**src/rtl/cpu_dmem_responder.sv**
```systemverilog
// cpu_dmem_responder
//   Data-memory responder for the execute stage. Each word request is decoded
//   to on-chip RAM, the LED register, the switch inputs, the free-running
//   cycle counter, or the external slow region. Fast targets answer with a
//   one-cycle load latency and never stall. External accesses go out over a
//   req/ack handshake and stall the pipeline until ack or timeout.
// Ports
//   clk, reset            clock (rising edge), async active-low reset
//   i_mem_*               request from execute: byte addr, store data, wr, rd
//   o_stall               hold execute; request inputs stay stable while high
//   o_rd_data/o_rd_valid  load result, valid for one cycle after acceptance
//   i_sw / o_ledr         switch inputs / LED register
//   o_ext_*, i_ext_*      external slow-region handshake
//   o_err                 sticky external timeout flag
module cpu_dmem_responder #(
    parameter int RAM_WORDS   = 256,
    parameter int SW_WIDTH    = 10,
    parameter int EXT_TIMEOUT = 64
) (
    input  logic                clk,
    input  logic                reset,
    input  logic [15:0]         i_mem_addr,
    input  logic [15:0]         i_mem_data,
    input  logic                i_mem_wr,
    input  logic                i_mem_rd,
    output logic                o_stall,
    output logic [15:0]         o_rd_data,
    output logic                o_rd_valid,
    input  logic [SW_WIDTH-1:0] i_sw,
    output logic [15:0]         o_ledr,
    output logic                o_ext_req,
    output logic                o_ext_we,
    output logic [15:0]         o_ext_addr,
    output logic [15:0]         o_ext_wdata,
    input  logic                i_ext_ack,
    input  logic [15:0]         i_ext_rdata,
    output logic                o_err
);
    localparam int AW = $clog2(RAM_WORDS);
    localparam int TW = $clog2(EXT_TIMEOUT);
    localparam logic [TW-1:0] TMO_LAST = TW'(EXT_TIMEOUT - 1);

    localparam logic [15:0] LED_ADDR = 16'h1000;
    localparam logic [15:0] SW_ADDR  = 16'h1002;
    localparam logic [15:0] CYC_ADDR = 16'h1004;

    typedef enum logic {IDLE, EXT_WAIT} state_t;

    state_t        state_q, state_d;
    logic [TW-1:0] wcnt_q;
    logic [15:0]   cyc_q;
    logic [15:0]   ram [RAM_WORDS];

    logic          sel_ram, sel_led, sel_sw, sel_cyc, sel_ext;
    logic          req_any, fast_we, fast_rd;
    logic          ext_start, ext_done, ext_tmo, stall_raw;
    logic [AW-1:0] ram_idx;
    logic [15:0]   fast_rdata;

    // Address decode; bit 0 is ignored everywhere (word accesses only).
    assign sel_ram = (i_mem_addr[15:12] == 4'h0);
    assign sel_led = (i_mem_addr[15:1] == LED_ADDR[15:1]);
    assign sel_sw  = (i_mem_addr[15:1] == SW_ADDR[15:1]);
    assign sel_cyc = (i_mem_addr[15:1] == CYC_ADDR[15:1]);
    assign sel_ext = (i_mem_addr[15:12] == 4'h2);
    assign ram_idx = i_mem_addr[AW:1];

    assign req_any = i_mem_wr | i_mem_rd;
    // Fast accesses are accepted only in IDLE; a store wins over a load.
    assign fast_we = (state_q == IDLE) & ~sel_ext & i_mem_wr;
    assign fast_rd = (state_q == IDLE) & ~sel_ext & i_mem_rd & ~i_mem_wr;

    // Stall drops immediately while reset is asserted, even if execute is
    // still presenting an external request.
    assign o_stall = stall_raw & reset;

    always_comb begin
        state_d   = state_q;
        stall_raw = 1'b0;
        ext_start = 1'b0;
        ext_done  = 1'b0;
        ext_tmo   = 1'b0;
        case (state_q)
            IDLE: begin
                if (req_any && sel_ext) begin
                    stall_raw = 1'b1;
                    ext_start = 1'b1;
                    state_d   = EXT_WAIT;
                end
            end
            EXT_WAIT: begin
                // An ack in the last allowed cycle still counts as success.
                if (i_ext_ack) begin
                    ext_done = 1'b1;
                    state_d  = IDLE;
                end else if (wcnt_q == TMO_LAST) begin
                    ext_tmo = 1'b1;
                    state_d = IDLE;
                end else begin
                    stall_raw = 1'b1;
                end
            end
            default: state_d = IDLE;
        endcase
    end

    always_comb begin
        fast_rdata = '0;
        if (sel_ram)      fast_rdata = ram[ram_idx];
        else if (sel_led) fast_rdata = o_ledr;
        else if (sel_sw)  fast_rdata = 16'(i_sw);
        else if (sel_cyc) fast_rdata = cyc_q;
    end

    // RAM keeps its contents across reset.
    always_ff @(posedge clk) begin
        if (fast_we && sel_ram) ram[ram_idx] <= i_mem_data;
    end

    always_ff @(posedge clk or negedge reset) begin
        if (!reset) begin
            state_q     <= IDLE;
            wcnt_q      <= '0;
            cyc_q       <= '0;
            o_ledr      <= '0;
            o_rd_data   <= '0;
            o_rd_valid  <= 1'b0;
            o_ext_req   <= 1'b0;
            o_ext_we    <= 1'b0;
            o_ext_addr  <= '0;
            o_ext_wdata <= '0;
            o_err       <= 1'b0;
        end else begin
            state_q    <= state_d;
            o_rd_valid <= 1'b0;

            // A counter write replaces that edge's increment.
            if (fast_we && sel_cyc) cyc_q <= i_mem_data;
            else                    cyc_q <= cyc_q + 16'd1;

            if (fast_we && sel_led) o_ledr <= i_mem_data;

            if (fast_rd) begin
                o_rd_valid <= 1'b1;
                o_rd_data  <= fast_rdata;
            end

            if (ext_start) begin
                o_ext_req   <= 1'b1;
                o_ext_we    <= i_mem_wr;
                o_ext_addr  <= i_mem_addr;
                o_ext_wdata <= i_mem_data;
                wcnt_q      <= '0;
            end else if (state_q == EXT_WAIT) begin
                wcnt_q <= wcnt_q + TW'(1);
            end

            if (ext_done || ext_tmo) begin
                o_ext_req <= 1'b0;
                if (!o_ext_we) begin
                    o_rd_valid <= 1'b1;
                    o_rd_data  <= ext_done ? i_ext_rdata : 16'hDEAD;
                end
            end

            if (ext_tmo) o_err <= 1'b1;
        end
    end
endmodule

```
**config.mk**
```make
export PLATFORM = sky130hd
export DESIGN_NAME = cpu_dmem_responder
export DESIGN_NICKNAME = d
export VERILOG_FILES = /design/src/rtl/cpu_dmem_responder.sv
export SDC_FILE = /design/constraint.sdc
export NUM_CORES = 2
export LEC_CHECK = 0
export CORE_ASPECT_RATIO = 0.9
export CORE_UTILIZATION = 45
export CTS_CLUSTER_DIAMETER = 200
export DETAILED_ROUTE_END_ITERATION = 10
export PLACE_DENSITY = 0.68
export SLEW_MARGIN = 10
export SYNTH_ARGS = -nofsm -noshare
export SYNTH_HDL_FRONTEND = slang
export SYNTH_SLANG_ARGS = --single-unit
```
**constraint.sdc**
```tcl
create_clock -name clk -period 5.9 [get_ports clk]
set_input_delay 1.18 -clock clk [delete_from_list [all_inputs] [get_ports clk]]
set_output_delay 1.18 -clock clk [all_outputs]
set_load 0.005 [all_outputs]
```
# ---- After elaboration in Yosys (flattened, before gate mapping)
# Memory sizes are Yosys's and may differ from the RTL's.
# Index checks and enable logic that the tools add are counted.
dict set report word_totals {
  mem_bits_rw 4096
  input_bits 63
  output_inout_bits 69
  mem_count 1
  reg_bits 91
  word_cells 64
}
dict set report op_classes {
  bitwise_logic 9
  n_reduce_logical 8
  n_eq_ne 5
  muxes 28
  n_addsub 2
}
# memory depth width rd rd_clocked_by_memory_dff wr line
set mem_list {}
lappend mem_list {ram 256 16 1 0 1 52} ;# logic [15:0] ram [RAM_WORDS];
# op count
set ops {}
lappend ops {{$mux 16} 9}
lappend ops {{$eq 15x12->1 const B} 3}
lappend ops {{$add 16x1->16 const B} 1}
lappend ops {{$mux 1} 16}
lappend ops {{$mux 6} 2}
lappend ops {{$add 6x1->6 const B} 1}
lappend ops {{$eq 6x6->1 const B} 1}
lappend ops {{$and 1x1->1} 5}
lappend ops {{$eq 4x2->1 const B} 1}
lappend ops {{$logic_and 1x1->1} 4}
lappend ops {{$logic_not 4->1} 1}
lappend ops {{$reduce_bool 2->1} 2}
lappend ops {{$not 1->1} 3}
lappend ops {{$pmux 1 s2} 1}
lappend ops {{$logic_or 1x1->1} 1}
lappend ops {{$or 1x1->1} 1}

# ---- Longest topological paths before layout
dict set report depth {
  ltp_word 8
  mapped_depth 13
  ltp_nobuf 8
}

# ---- Least setup slack after synthesis
# OpenSTA, ideal clock, no wires.
dict set report synth_timing {
  kind {input port to flip-flop}
  start {input i_mem_addr[1]}
  end {memory ram[0][0] (enable)}
  setup_time_ns 0.430
  stages 8
  t_required_ns 5.470
  arrival_time_ns 3.910
  path_buffers 7
  slack_ns 1.560
  cell_sequence {buf_6 > buf_6 > buf_6 > buf_6 > buf_6 > buf_6 > buf_2 > nor4_1}
}
# element line
set synth_rtl {}
lappend synth_rtl {{start: declaration} 22} ;# input logic [15:0] i_mem_addr,
lappend synth_rtl {{end: declaration} 52}
# Straight into the memory's write port.

# ---- Worst setup path after layout
dict set report layout_timing {
  start {input i_ext_ack}
  end {output o_stall}
}
dict set report layout_via {
  elab_chain_len 3
}
# element line
set layout_rtl {}
lappend layout_rtl {{start: declaration} 35} ;# input logic i_ext_ack,
lappend layout_rtl {{$mux 1} 93} ;# if (i_ext_ack) begin
lappend layout_rtl {{$pmux 1 s2} 83} ;# case (state_q)
lappend layout_rtl {{named net stall_raw} 56} ;# logic ext_start, ext_done, ext_tmo, stall_raw;
lappend layout_rtl {{$and 1x1->1} 75} ;# assign o_stall = stall_raw & reset;
lappend layout_rtl {{end: declaration} 26} ;# output logic o_stall,
# The timed path passes the listed nets, and every way through them passes these cells.

==> results_dict.tcl <==
set metrics [dict create \
    dp.final_hpwl_um 277500 \
    portBuffers 131 \
    cp.required_ns 4.72 \
    cts_num_sinks 4187 \
    track_usage_pct 24.69 \
    ys_warn_count 0 \
    ff_latch_area_mm2 0.1253 \
    crit_top_cell "clkdlybuf4s50_1" \
    nets 8018 \
    grt-ovfl-total 0 \
    cp_num_buf_inv 2 \
    synth_edf_count 4096 \
    power.leakage_nw 58.40 \
    p_per_area_mw_per_mm2 333.7 \
    num_vias 82650 \
    viasPerCell 6.357 \
    hold_buffers 0 \
    min_path_type "input port to asynchronous set/reset pin" \
    ant_nets 0 \
    wl_per_cell_um 34.73 \
    io_pins 132 \
    outcome "finished with violations" \
    irDropWorstVdd_mv 0.3903 \
    final-setup-viol-count 0 \
    multi_input_area_mm2 0.03422 \
    core-area_mm2 0.3571 \
    cts_max_level 5 \
    place_congestion 0.9246 \
    slowest_stage "a21oi_1" \
    cts_buffers 388 \
    start_util_pct 45.26 \
    worst_skew_pair.late_latency_ns 0.95 \
    slew_headroom_pct -4.545 \
    rows 208 \
    clkTransAtPathRegs_ns 0.07 \
    wl_met3_um 60290 \
    ys_ff_latch 4187 \
    synth_area_mm2 0.1616 \
    critPathKind "input port to output port" \
    maxCapViolCount 0 \
    drc_errors 0 \
    rr_worst_depth 7 \
    post-place-ws_ns 0.6228 \
    dieArea_mm2 0.3615 \
    grt_max_degree 192 \
    fin_crit_sh_pct 82.70 \
    drtIter0Drc 13740 \
    rr_startpoint "state_q" \
    synth_fp_nets 7332 \
    maxSlewViolCount 66 \
    synth_seq_area_share_pct 77.53 \
    finClkSkew_ns 0.08208 \
    grt_pass1_vias 80590 \
    finalHoldViolCount 0 \
    ys_async_sr_fraction_pct 2.173 \
    final_cell_mix "edfxtp_1 (4096), mux4_2 (1072), buf_4 (519), clkbuf_16 (398), nand2_1 (318)" \
    area_growth_pct 14.32 \
    fmax_mhz 204.9 \
    layout_commonest_cell "edfxtp_1" \
    cp.arrival_ns 3.70 \
    endpoint_kind "output port" \
    cts_root_buf "clkbuf_16" \
    syn_inst 7267 \
    power_mw 61.65 \
    violations "max-slew violations" \
    rrSetupSlack_ns 1.70 \
    rr_endpoint "o_rd_data[13]" \
    path_cells "clkdlybuf4s50_1, a21oi_1, a21o_1, and2_1, clkdlybuf4s50_1" \
    synth_top_flop_cell "edfxtp_1" \
    crit_path_start_kind "input port" \
    worst_slack_ns 1.021 \
    wirelength_met1_um 170200 \
    drt_pre_antenna_iters 6 \
    path_max_fanout 4 \
    cpPeakStageDelay_ns 0.98 \
    die_x_um 633.7 \
    layout-drive-gt1-share_pct 28.85 \
    tritoncts "built" \
    tightest_slew_ns 1.568 \
    rsz0062_at_grt "false" \
    n_fill_cell 27120 \
    die_h_um 570.5 \
    crit_family "compound AO/OA/AOI/OAI gates" \
    synth_cell_type_count 77 \
    post_cts_buffers 0 \
    cts_resized 0 \
    period_needed_ns 4.879 \
    routed_wl_um 451500 \
    clockBufferDepth 4 \
    grt_pass1_wl_um 627600 \
    top_layer "met5" \
    synth.avg_cell_area_um2 22.24 \
    grt_antenna_before_repair 22 \
    dr_wl_met2_um 201700 \
]
## registers in the layout, summed over array words and instances (netlist names), 6 cells and up
name,cells
o_ext_wdata,16
ram,4096
cyc_q,16
wcnt_q,6
o_ledr,16
o_ext_addr,16
o_rd_data,16
## logic make-up (layout without fill, tap and decap cells)
family          count (synthesis)  count (layout)  synth area share, %
mux                          1342            1342                16.65
fa+ha+maj                       2               2              0.01548
simple gates                  849             849                2.266
xor+xnor                       16              16              0.08672
compound gates                446             446                2.015
other cells                     0               8                    0
flops                        4187            4187                77.53
buf+inv                       425            1425                1.436
## metal layers
metal,vias to the layer above,global-route usage [%]
met4,14,9.034
met3,856,7.401
met5,-,0
met2,5956,36.48
li1,32050,-
met1,43770,34.90
## power breakdown
| group | switching [mW] | leakage (nW) | total (mW) | internal, mW |
|---|---|---|---|---|
| Sequential | 0.136 | 38.0 | 32.9 | 32.7 |
| Clock | 11.0 | 6.19 | 25.3 | 14.4 |
| Combinational | 2.20 | 14.3 | 3.44 | 1.24 |
| Total | 13.3 | 58.4 | 61.7 | 48.3 |
## per-stage QoR
stage	util (%)	hold slack [ns]	area, um^2	TNS (ns)	cells
after CTS	51.73	0.2256	184700	0	12990
final	51.73	0.2526	184700	0	13000
after floorplan	-	0.4602	161600	0	7267
after global placement	48.17	0.4544	172000	-0.05455	12290
after detailed placement	48.18	0.4607	172000	0	12290
after global routing	51.73	0.2740	184700	0	12990
## layout make-up
| cell class | count | area share, % |
|---|---|---|
| multi-input combinational | 2655 | 18.52 |
| timing repair buffer | 715 | 3.565 |
| inverter | 6 | 0.01626 |
| tap | 4725 | 3.200 |
| clock inverter | 243 | 1.327 |
| sequential | 4187 | 67.82 |
| clock buffer | 461 | 5.541 |
| antenna | 8 | 0.01084 |
## worst reg2reg max path, delay by kind of cell (launching register included)
family,cells,cell delay [ns]
compound gates,4,2.00
buf+inv,2,0.48
flops,1,0.37
simple gates,1,1.13
## worst max-delay path by stage
stage,startpoint,to,cells after the start
after CTS,i_ext_ack,o_stall,5
after detailed placement,i_mem_addr[1],o_rd_data[1],10
final,i_ext_ack,o_stall,5
after floorplan,i_mem_addr[1],ram[0][0],8
after global routing,i_ext_ack,o_stall,5
after global placement,i_mem_addr[5],o_rd_data[13],8
## Yosys cell counts (all sizes together) (3+ instances only)
| cell type | n | share of area, % |
|---|---|---|
| o221ai | 18 | 0.098 |
| a211oi | 3 | 0.014 |
| buf | 257 | 1.0 |
| o311ai | 5 | 0.027 |
| o21ai | 38 | 0.12 |
| a311oi | 5 | 0.027 |
| xnor2 | 10 | 0.054 |
| o41ai | 3 | 0.016 |
| and3 | 10 | 0.039 |
| nor3b | 4 | 0.025 |
| mux2i | 218 | 1.4 |
| a221o | 3 | 0.019 |
| mux4 | 1072 | 15 |
| a22oi | 60 | 0.28 |
| a221oi | 21 | 0.11 |
| o22ai | 25 | 0.097 |
| and2 | 7 | 0.027 |
| nand3 | 58 | 0.18 |
| inv | 6 | 0.014 |
| nand2b | 13 | 0.050 |
| a32o | 6 | 0.037 |
| xor2 | 6 | 0.033 |
| a31oi | 14 | 0.054 |
| dfrtp | 91 | 1.4 |
| edfxtp | 4096 | 76 |
| and4 | 7 | 0.038 |
| a22o | 14 | 0.076 |
| or2 | 8 | 0.031 |
| nand3b | 5 | 0.023 |
| clkbuf | 162 | 0.38 |
| nor2b | 24 | 0.093 |
| a32oi | 98 | 0.53 |
| o22a | 6 | 0.033 |
| nand4 | 12 | 0.046 |
| a21oi | 85 | 0.26 |
| nand2 | 334 | 0.78 |
| o211ai | 13 | 0.060 |
| or3 | 3 | 0.012 |
| nor3 | 28 | 0.090 |
| nor2 | 315 | 0.73 |
| nor4 | 9 | 0.039 |
| nand4b | 3 | 0.016 |
| o21a | 3 | 0.014 |
| mux2 | 52 | 0.36 |
| a2111oi | 7 | 0.038 |
Note: power is estimated with default switching activity, not from simulation.
